**src/rtl/alu_pkg.sv**
```systemverilog
`default_nettype none
// ---------------------------------------------------------------
// alu_pkg : ALU opcodes, feeder FSM encoding, command record, defaults
// Revision: 1.0
// ---------------------------------------------------------------
package alu_pkg;

  localparam logic [2:0] OP_ADD  = 3'd0;
  localparam logic [2:0] OP_SUB  = 3'd1;
  localparam logic [2:0] OP_NOT  = 3'd2;
  localparam logic [2:0] OP_INC  = 3'd3;
  localparam logic [2:0] OP_DEC  = 3'd4;
  localparam logic [2:0] OP_PASS = 3'd5;
  localparam logic [2:0] OP_OR   = 3'd6;
  localparam logic [2:0] OP_AND  = 3'd7;

  localparam int DEF_DEPTH = 4;
  localparam int DEF_TMO   = 15;
  localparam int CMD_W     = 67;

  typedef enum logic [1:0] {
    ST_IDLE   = 2'd0,
    ST_ISSUE  = 2'd1,
    ST_RESULT = 2'd2
  } state_t;

  typedef struct packed {
    logic [2:0]  opcode;
    logic [31:0] a;
    logic [31:0] b;
  } cmd_t;

endpackage
`default_nettype wire

```
**src/rtl/alu_operand_feeder_if.sv**
```systemverilog
`default_nettype none
// ---------------------------------------------------------------
// alu_operand_feeder_if : command, ALU and result channels of the feeder
// Revision: 1.0
// ---------------------------------------------------------------
interface alu_operand_feeder_if;

  logic        in_valid;
  logic        in_ready;
  logic [2:0]  in_opcode;
  logic [31:0] in_a;
  logic [31:0] in_b;

  logic        alu_e;
  logic [2:0]  alu_opcode;
  logic [31:0] alu_a;
  logic [31:0] alu_b;
  logic [31:0] alu_y;
  logic        alu_ack;

  logic        res_valid;
  logic        res_ready;
  logic [31:0] res_data;
  logic [2:0]  res_opcode;
  logic        res_err;

  // feeder side
  modport slave (
    input  in_valid, in_opcode, in_a, in_b, alu_y, alu_ack, res_ready,
    output in_ready, alu_e, alu_opcode, alu_a, alu_b,
    output res_valid, res_data, res_opcode, res_err
  );

  // producer / ALU / consumer side
  modport master (
    output in_valid, in_opcode, in_a, in_b, alu_y, alu_ack, res_ready,
    input  in_ready, alu_e, alu_opcode, alu_a, alu_b,
    input  res_valid, res_data, res_opcode, res_err
  );

endinterface
`default_nettype wire

```
**src/rtl/alu_cmd_fifo.sv**
```systemverilog
`default_nettype none
// ---------------------------------------------------------------
// alu_cmd_fifo : DEPTH-entry synchronous FIFO with head visible on dout
// Revision: 1.0
// ---------------------------------------------------------------
module alu_cmd_fifo #(
  parameter int WIDTH = 67,
  parameter int DEPTH = 4
) (
  input  logic             clk,
  input  logic             rst_n,
  input  logic             push,
  input  logic             pop,
  input  logic [WIDTH-1:0] din,
  output logic [WIDTH-1:0] dout,
  output logic             full,
  output logic             empty
);

  localparam int AW = $clog2(DEPTH);
  localparam logic [AW:0] FULL_CNT = (AW + 1)'(DEPTH);

  logic [WIDTH-1:0] mem [DEPTH];
  logic [AW-1:0]    wptr;
  logic [AW-1:0]    rptr;
  logic [AW:0]      count;
  logic             do_push;
  logic             do_pop;

  assign full    = (count == FULL_CNT);
  assign empty   = (count == '0);
  assign do_push = push && !full;
  assign do_pop  = pop && !empty;
  assign dout    = mem[rptr];

  always_ff @(posedge clk) begin
    if (do_push) begin
      mem[wptr] <= din;
    end
  end

  // DEPTH is a power of two, so pointers wrap by natural overflow
  always_ff @(posedge clk or negedge rst_n) begin
    if (!rst_n) begin
      wptr  <= '0;
      rptr  <= '0;
      count <= '0;
    end else begin
      if (do_push) wptr <= wptr + AW'(1);
      if (do_pop)  rptr <= rptr + AW'(1);
      case ({do_push, do_pop})
        2'b10:   count <= count + (AW + 1)'(1);
        2'b01:   count <= count - (AW + 1)'(1);
        default: count <= count;
      endcase
    end
  end

endmodule
`default_nettype wire

```
**src/rtl/alu_operand_feeder.sv**
```systemverilog
`default_nettype none
// ---------------------------------------------------------------
// alu_operand_feeder : queues ALU commands, issues them one at a time,
// captures results or flags an ack timeout.   Revision: 1.0
// ---------------------------------------------------------------
module alu_operand_feeder
  import alu_pkg::*;
#(
  parameter int DEPTH = DEF_DEPTH,
  parameter int TMO   = DEF_TMO
) (
  input  logic                 clk,
  input  logic                 rst_n,
  alu_operand_feeder_if.slave  bus
);

  localparam int CNT_W = $clog2(TMO + 1);
  localparam logic [CNT_W-1:0] CNT_LAST = CNT_W'(TMO - 1);

  state_t           state;
  logic [CNT_W-1:0] tmo_cnt;

  logic             alu_e_q;
  logic [2:0]       alu_op_q;
  logic [31:0]      alu_a_q;
  logic [31:0]      alu_b_q;
  logic             res_valid_q;
  logic             res_err_q;
  logic [31:0]      res_data_q;
  logic [2:0]       res_op_q;

  cmd_t             in_cmd;
  cmd_t             head;
  cmd_t             issue_cmd;
  logic [CMD_W-1:0] head_bits;
  logic             fifo_full;
  logic             fifo_empty;
  logic             accept;
  logic             bypass;
  logic             fifo_push;
  logic             fifo_pop;

  assign in_cmd = {bus.in_opcode, bus.in_a, bus.in_b};
  assign head   = cmd_t'(head_bits);
  assign accept = bus.in_valid && !fifo_full;

  // An idle feeder with nothing queued issues the incoming command at the
  // push edge itself, giving the two-cycle push-to-result latency.
  assign bypass    = (state == ST_IDLE) && fifo_empty && accept;
  assign fifo_push = accept && !bypass;
  assign fifo_pop  = (state == ST_IDLE) && !fifo_empty;
  assign issue_cmd = fifo_empty ? in_cmd : head;

  alu_cmd_fifo #(
    .WIDTH (CMD_W),
    .DEPTH (DEPTH)
  ) u_fifo (
    .clk   (clk),
    .rst_n (rst_n),
    .push  (fifo_push),
    .pop   (fifo_pop),
    .din   (in_cmd),
    .dout  (head_bits),
    .full  (fifo_full),
    .empty (fifo_empty)
  );

  always_ff @(posedge clk or negedge rst_n) begin
    if (!rst_n) begin
      state       <= ST_IDLE;
      tmo_cnt     <= '0;
      alu_e_q     <= 1'b0;
      alu_op_q    <= '0;
      alu_a_q     <= '0;
      alu_b_q     <= '0;
      res_valid_q <= 1'b0;
      res_err_q   <= 1'b0;
      res_data_q  <= '0;
      res_op_q    <= '0;
    end else begin
      case (state)
        ST_IDLE: begin
          if (fifo_pop || bypass) begin
            alu_op_q <= issue_cmd.opcode;
            alu_a_q  <= issue_cmd.a;
            alu_b_q  <= issue_cmd.b;
            tmo_cnt  <= '0;
            alu_e_q  <= 1'b1;
            state    <= ST_ISSUE;
          end
        end
        ST_ISSUE: begin
          // tmo_cnt == 0 marks the first ISSUE cycle, where a leftover ack is ignored
          if ((tmo_cnt != '0) && bus.alu_ack) begin
            res_data_q  <= bus.alu_y;
            res_op_q    <= alu_op_q;
            res_err_q   <= 1'b0;
            res_valid_q <= 1'b1;
            alu_e_q     <= 1'b0;
            state       <= ST_RESULT;
          end else if (tmo_cnt == CNT_LAST) begin
            res_data_q  <= '0;
            res_op_q    <= alu_op_q;
            res_err_q   <= 1'b1;
            res_valid_q <= 1'b1;
            alu_e_q     <= 1'b0;
            state       <= ST_RESULT;
          end else begin
            tmo_cnt <= tmo_cnt + CNT_W'(1);
          end
        end
        ST_RESULT: begin
          if (bus.res_ready) begin
            res_valid_q <= 1'b0;
            state       <= ST_IDLE;
          end
        end
        default: begin
          state <= ST_IDLE;
        end
      endcase
    end
  end

  assign bus.in_ready   = !fifo_full;
  assign bus.alu_e      = alu_e_q;
  assign bus.alu_opcode = alu_op_q;
  assign bus.alu_a      = alu_a_q;
  assign bus.alu_b      = alu_b_q;
  assign bus.res_valid  = res_valid_q;
  assign bus.res_data   = res_data_q;
  assign bus.res_opcode = res_op_q;
  assign bus.res_err    = res_err_q;

endmodule
`default_nettype wire

```
**src/flat_wrapper.sv**
```systemverilog
// flat-port wrapper written by rule: the top's interface ports become plain ports
module alu_operand_feeder_flat import alu_pkg::*;
#(
  parameter int DEPTH = DEF_DEPTH,
  parameter int TMO   = DEF_TMO
)
  (clk, rst_n, bus_in_valid, bus_in_opcode, bus_in_a, bus_in_b, bus_alu_y, bus_alu_ack, bus_res_ready, bus_in_ready, bus_alu_e, bus_alu_opcode, bus_alu_a, bus_alu_b, bus_res_valid, bus_res_data, bus_res_opcode, bus_res_err);
  alu_operand_feeder_if bus_i ();
  input  logic clk;
  input  logic rst_n;
  input wire logic [$bits(bus_i.in_valid)-1:0] bus_in_valid;
  input wire logic [$bits(bus_i.in_opcode)-1:0] bus_in_opcode;
  input wire logic [$bits(bus_i.in_a)-1:0] bus_in_a;
  input wire logic [$bits(bus_i.in_b)-1:0] bus_in_b;
  input wire logic [$bits(bus_i.alu_y)-1:0] bus_alu_y;
  input wire logic [$bits(bus_i.alu_ack)-1:0] bus_alu_ack;
  input wire logic [$bits(bus_i.res_ready)-1:0] bus_res_ready;
  output wire logic [$bits(bus_i.in_ready)-1:0] bus_in_ready;
  output wire logic [$bits(bus_i.alu_e)-1:0] bus_alu_e;
  output wire logic [$bits(bus_i.alu_opcode)-1:0] bus_alu_opcode;
  output wire logic [$bits(bus_i.alu_a)-1:0] bus_alu_a;
  output wire logic [$bits(bus_i.alu_b)-1:0] bus_alu_b;
  output wire logic [$bits(bus_i.res_valid)-1:0] bus_res_valid;
  output wire logic [$bits(bus_i.res_data)-1:0] bus_res_data;
  output wire logic [$bits(bus_i.res_opcode)-1:0] bus_res_opcode;
  output wire logic [$bits(bus_i.res_err)-1:0] bus_res_err;
  assign bus_i.in_valid = bus_in_valid;
  assign bus_i.in_opcode = bus_in_opcode;
  assign bus_i.in_a = bus_in_a;
  assign bus_i.in_b = bus_in_b;
  assign bus_i.alu_y = bus_alu_y;
  assign bus_i.alu_ack = bus_alu_ack;
  assign bus_i.res_ready = bus_res_ready;
  assign bus_in_ready = bus_i.in_ready;
  assign bus_alu_e = bus_i.alu_e;
  assign bus_alu_opcode = bus_i.alu_opcode;
  assign bus_alu_a = bus_i.alu_a;
  assign bus_alu_b = bus_i.alu_b;
  assign bus_res_valid = bus_i.res_valid;
  assign bus_res_data = bus_i.res_data;
  assign bus_res_opcode = bus_i.res_opcode;
  assign bus_res_err = bus_i.res_err;
  alu_operand_feeder #(.DEPTH(DEPTH), .TMO(TMO)) u_core (.clk(clk), .rst_n(rst_n), .bus(bus_i));
endmodule
```
**config.mk**
```make
export PLATFORM = sky130hd
export DESIGN_NAME = alu_operand_feeder_flat
export DESIGN_NICKNAME = d
export VERILOG_FILES = /design/src/rtl/alu_pkg.sv /design/src/rtl/alu_operand_feeder_if.sv /design/src/rtl/alu_cmd_fifo.sv /design/src/rtl/alu_operand_feeder.sv /design/src/flat_wrapper.sv
export SDC_FILE = /design/constraint.sdc
export NUM_CORES = 1
export LEC_CHECK = 0
export BUFFER_PORTS_ARGS = -buffer_cell sky130_fd_sc_hd__buf_2
export CAP_MARGIN = 20
export CORE_MARGIN = 1
export CORE_UTILIZATION = 55
export DETAILED_ROUTE_END_ITERATION = 6
export GPL_TIMING_DRIVEN = 0
export HOLD_SLACK_MARGIN = 0.08
export PLACE_DENSITY = 0.74
export SLEW_MARGIN = 20
export SYNTH_ARGS = -nofsm -noshare
export SYNTH_HDL_FRONTEND = slang
export SYNTH_SLANG_ARGS = --single-unit
```
**constraint.sdc**
```tcl
create_clock -name clk -period 9 [get_ports clk]
set_input_delay 0 -clock clk [delete_from_list [all_inputs] [get_ports clk]]
set_output_delay 0 -clock clk [all_outputs]
set_load 0.01 [all_outputs]
```
# After elaboration in Yosys (flattened, before gate mapping)
# Memories as Yosys holds them, arrays and structs flattened.
# Cells that the tools add are included.
[word_totals]
in_bits = 104
output_inout_bits = 106
mem_bits_rw = 268
regBits = 118
mem_count = 1
word_cells = 81
[op_classes]
addsub = 5
reduce_logical = 25
eq_ne = 11
n_mux = 26
[memory_table]
columns = ["name", "depth", "width", "rd", "rd_clocked_by_memory_dff", "write_ports", "line_no", "source"]
rows = [
  ["u_core.u_fifo.mem", 4, 67, 1, 0, 1, "alu_cmd_fifo.sv:23", "logic [WIDTH-1:0] mem [DEPTH];"],
]
[ops]
columns = ["operator", "n"]
rows = [
  ["67-bit two-way mux", 1],
  ["32-bit two-way mux", 2],
  ["4-bit two-way mux", 3],
  ["1-bit two-way mux", 9],
  ["3-bit AND reduction", 3],
  ["1-bit logical AND", 8],
  ["2-bit two-way mux", 4],
  ["2-bit != test (second input constant)", 4],
  ["4-bit case mux with 2 select lines", 1],
  ["2-bit nonzero test", 4],
  ["3-bit two-way mux", 2],
  ["2-bit case mux with 3 select lines", 1],
  ["3-bit case mux with 2 select lines", 1],
  ["2-bit by 1-bit adder with 2-bit output (second input constant)", 2],
  ["4-bit by 1-bit adder with 4-bit output (second input constant)", 1],
  ["2-bit by 1-bit equality test with 1-bit output (second input constant)", 2],
  ["2-bit equality test (second input constant)", 2],
  ["4-bit equality test (second input constant)", 1],
  ["1-bit case mux with 2 select lines", 2],
  ["2-bit AND reduction", 2],
  ["4-bit AND reduction", 1],
  ["4-bit nonzero test", 1],
  ["3-bit by 1-bit adder with 3-bit output (second input constant)", 1],
  ["3-bit equality test (second input constant)", 1],
  ["6 further kinds", 8],
]

# Logic depth before layout (Yosys ltp)
[depth]
ltp_word = 9
mapped_depth = 12
depth_no_buf = 11

# Modules after synthesis
# A second synthesis with hierarchy kept.
[hier_totals]
cells_unflattened = 872
hier_area_um2 = 15053.2
[modules_own_cells]
columns = ["module", "area_per_inst_um2", "cells_each", "n_inst", "seq_area_each_um2"]
rows = [
  ["alu_cmd_fifo", 10097.2, 389, 1, 8222.9],
  ["alu_operand_feeder", 4956.0, 483, 1, 2777.7],
]

# Least setup slack after synthesis
# No wires, ideal clock.
[synth_path]
path_kind = "register -> register"
from = "reg u_core.state[0]"
to = "mem u_core.u_fifo.mem[0][0], enable pin"
path_slack_ns = 5.757
arrival_time_ns = 2.811
required_ns = 8.568
path_stages_with_launch = 7
path_cell_list = "dfrtp_1 > inv_1 > ha_1 > buf_1 > nor2_1 > o31a_1 > and2_1"
[synth_between]
elab_chain_len = 8
[synth_rtl]
columns = ["element", "line_no", "source"]
rows = [
  ["start: declaration", "alu_operand_feeder.sv:20", "state_t state;"],
  ["start signal: assignment", "alu_operand_feeder.sv:70", "state <= ST_IDLE;"],
  ["start signal: assignment", "alu_operand_feeder.sv:89", "state <= ST_ISSUE;"],
  ["start signal: assignment", "alu_operand_feeder.sv:100", "state <= ST_RESULT;"],
  ["2-bit logical NOT", "alu_operand_feeder.sv:49", "assign bypass = (state == ST_IDLE) && fifo_empty && accept;"],
  ["1-bit logical AND (2 in a row)", "alu_operand_feeder.sv:49", ""],
  ["1-bit logical NOT", "alu_operand_feeder.sv:50", "assign fifo_push = accept && !bypass;"],
  ["1-bit logical AND", "alu_operand_feeder.sv:50", ""],
  ["1-bit logical AND", "alu_cmd_fifo.sv:32", "assign do_push = push && !full;"],
  ["1-bit two-way mux", "alu_cmd_fifo.sv:37", "if (do_push) begin"],
  ["1-bit two-way mux (implied by the code)", "alu_cmd_fifo.sv:38", "mem[wptr] <= din;"],
  ["end: declaration", "alu_cmd_fifo.sv:23", ""],
]
# No other way between the ends.

# Worst setup path after layout
[layout_path]
from = "reg u_core.state[0]"
to = "reg u_core.u_fifo.count[2]"
[layout_between]
elab_chain_len = 8
word_cells_on_any_way = 12
cone_classes = "eq/ne (2); mux (1); reduce/logical (9)"
[layout_rtl]
columns = ["element", "line_no", "source"]
rows = [
  ["2-bit logical NOT (*)", "alu_operand_feeder.sv:49, alu_operand_feeder.sv:51", ""],
  ["1-bit logical AND (2 in a row)", "alu_operand_feeder.sv:49", ""],
  ["1-bit logical NOT", "alu_operand_feeder.sv:50", ""],
  ["1-bit logical AND", "alu_operand_feeder.sv:50", ""],
  ["1-bit logical AND", "alu_cmd_fifo.sv:32", ""],
  ["2-bit by 1-bit equality test with 1-bit output / 2-bit equality test (equally long branches)", "alu_cmd_fifo.sv:51", "case ({do_push, do_pop})"],
  ["3-bit case mux with 2 select lines / 2-bit nonzero test (equally long branches)", "-", ""],
  ["end signal: assignment", "alu_cmd_fifo.sv:52", "2'b10: count <= count + (AW + 1)'(1);"],
  ["end signal: assignment", "alu_cmd_fifo.sv:53", "2'b01: count <= count - (AW + 1)'(1);"],
  ["end signal: assignment", "alu_cmd_fifo.sv:54", "default: count <= count;"],
  ["end: declaration", "alu_cmd_fifo.sv:26", "logic [AW:0] count;"],
]
# Mark *: on every way between the ends. The rest lies on a longest branch, timed or not.
# A chain may end at the register's enable or synchronous reset.

==> impl_results.md <==
- Outcome: finished, final reports clean
- CTS tree: built
- Total power: 6.75 mW
- Clk sinks: 386
- Initial antenna violation count: 2
- Buffers on Ports: 208
- DP Area: between 15000 and 20000 um2
- Ys Warns: 0
- CTS buffer count: 39
- Post-Syn Area: ~15000 um2
- Avg WL per Cell: 20.8 um
- Most common cell after layout, fill and taps aside: edfxtp_1
- Largest net degree at the start of global routing: 66
- Clock root cell: clkbuf_16
- P_leak: 7.36 nW
- Yosys cell types: 48
- Avg Synthesized Cell Area: 16.5 um2
- Layout Nets: between 1000 and 1500
- #FFs+latches synth: between 300 and 400
- Multi-input logic area: 3630 um2
- Fraction of registers with async set/reset: 30.6%
- Period utilization: 31.8%
- Delay-heaviest family, CP: adder cells
- Critical Path RT: 9440 ps
- Most frequent cells in the layout: edfxtp_1, buf_2, a21oi_1
- Hold Slack: 240 ps
- Crit Path Class: reg2reg
- Worst skew pair latency: 520 ps
- Dpl cells: 1453
- Grt ovf: 0
- Routability Congestion: 0.801
- Slew @ Worst Pin: 796 ps
- Max-cap violations: 0
- # setup viols final: 0
- Htree depth: 2
- Slowest Stage Delay on Critical Path: 460 ps
- Vias: about 9300
- Number of synthesized flops with an enable pin: 268
- Row count: 59
- DR DRC count: 0
- Die height: 167 um
- WL final: 34000 um
- Main synth FF type: edfxtp_1
- Post-DRT Antenna Nets: 0
- RSZ-0062 raised after global routing: no
- First-pass GRT wire length: 53600 um
- Fin crit period: 2860 ps
- Min-Delay Path Class: in2reg
- Starting Density: between 50% and 60%
- Syn-to-layout area delta: 26.7%
- Critical-path top delay cell: buf_1
- Max Buffers Root-to-Sink: 3
- Total GRT Usage: 25.2%
- Type of origin of the critical path: register
- CP bufs+invs: 4
- DRT iter0 DRCs: 768
- Die area: between 20000 and 30000 um2
- CORE AREA: 26400 um2
- Slew Viols, Final: 0
- DRT Pass-1 Iters: 5
- CP Max Fanout: 10
- Most frequent CP cell: inv_1
- Clock-pin slew on the worst setup and hold paths: about 60 ps
- Syn Nets: 1022
- Seq/Total Area, Yosys: between 70 and 80%
- Peak Freq: 349 MHz
- Non-Filler Instances: approximately 1600
- CP cell instances: inv_1 > ha_1 > buf_1 > nor2_1 > o31a_1 > inv_1 > ha_1 > inv_1 > fa_1 > xor2_1 > nor2_1 > xor2_1
- Worst path arrival time: 3300 ps
- DPL Wire Length: 20400 um
- Filler cells: around 1700
- Peak VDD IR: 186 uV
- Fraction of layout instances using a drive strength above 1: 29.4%
- Crit end category: register
- Io pins: 210
- Die X: 167 um
- Vias in the first global route: between 9000 and 10000
- Worst clock skew: ~15 ps
- Final Hold Fails: 0
- # Post-CTS Setup Buffers: 0
- Via density: 5.71
- Setup TNS: 0 ps
- Synth Instances: 905
- Power per Cell Area: 357 nW/um2
- Worst slew margin: 46.7%
- Storage cell area: approximately 11000 um2
- Design area: approximately 19000 um2
==> routing by layer <==
metal | vias to the layer above | track usage [%] | share of wire (%)
li1 | 4179 | - | -
met1 | 4722 | 33.6 | 42
met2 | 344 | 42.9 | 50
met3 | 60 | 4.56 | 6.2
met4 | 0 | 6.88 | 2.0
met5 | - | 0 | 0
==> worst min-delay path, cell delays in order <==
cell	delay (ps)
dlygate4sd3_1	520
buf_2	100
a22o_1	110
==> synthesized netlist by cell type, types with 8 or more instances <==
cell | instances | area [um2]
a22o_1 | 31 | 272
buf_4 | 8 | 60.1
edfxtp_1 | 268 | 8050
inv_1 | 12 | 45.0
clkbuf_1 | 26 | 97.6
dfrtp_1 | 118 | 2950
buf_2 | 17 | 85.1
ha_1 | 12 | 150
a21oi_1 | 131 | 656
nor2_1 | 77 | 289
mux4_2 | 67 | 1510
nand2_1 | 72 | 270
==> stage by stage <==
stage / setup WS [ps] / utilization, %
6_report: 6140 / 71.8
5_1_grt: 6020 / 71.8
4_1_cts: 6150 / 71.8
3_5_place_dp: 6180 / 62.7
3_3_place_gp: 4280 / 62.2
2_1_floorplan: 5760 / -
==> repair_timing <==
item / 4_1_cts / 5_1_grt
resized for setup: 0 / 0
hold buffers: 106 / 0
endpoints found under the setup margin: 0 / 0
hold endpoints to repair: 493 / 0
==> sequential cells by signal (all words and copies together) (netlist names) <==
name and count:
u_core.bus.alu_a 32, u_core.bus.alu_b 32, u_core.bus.alu_e 1, u_core.bus.alu_opcode 3, u_core.bus.res_data 32, u_core.bus.res_err 1
u_core.bus.res_opcode 3, u_core.bus.res_valid 1, u_core.state 2, u_core.tmo_cnt 4, u_core.u_fifo.count 3, u_core.u_fifo.mem 268
u_core.u_fifo.rptr 2, u_core.u_fifo.wptr 2
==> cell families (layout without fill, tap and decap cells) <==
group | count (synthesis) | after routing | share of synthesized area, %
flip-flops | 386 | 386 | 73.7
AO/OA/AOI/OAI | 191 | 191 | 7.67
AND/OR/NAND/NOR | 168 | 168 | 4.55
multiplexers | 72 | 72 | 10.5
buffers and inverters | 69 | 458 | 2.13
adder cells (fa/ha/maj) | 13 | 13 | 1.14
XOR/XNOR | 6 | 6 | 0.352
other | 0 | 2 | 0
==> power breakdown <==
part           switching (mW)  total [mW]  leakage (nW)  internal (mW)
Combinational            1.43        2.46          2.87           1.03
Sequential              0.207        2.65          3.83           2.45
Clock                   0.645        1.64         0.656          0.997
==> cell type report <==
cell class                 instances  share of cell area, %
clock buffer                      51                   5.77
antenna                            2                 0.0265
clock inverter                    19                   1.16
tap                              335                   2.22
multi-input combinational        450                   19.2
sequential                       386                   58.1
inverter                          12                  0.238
buffer                            57                   1.44
timing repair buffer             319                   11.8
==> final timing paths <==
kind / start / end / slack, ps / cells after the start
worst max-delay path: u_core.state[0] / u_core.u_fifo.count[2] / 6140 / 12
worst min-delay path: bus_alu_y[24] / u_core.bus.res_data[24] / 240 / 3
worst min register to register: u_core.bus.res_valid / u_core.bus.res_valid / 500 / 1
max in group asynchronous: rst_n / u_core.bus.alu_b[22] / 8060 / 4
worst max register to register: u_core.state[0] / u_core.u_fifo.count[2] / 6140 / 12
min in group asynchronous: rst_n / u_core.bus.alu_a[18] / 570 / 4
(Power assumes the default switching activity.)
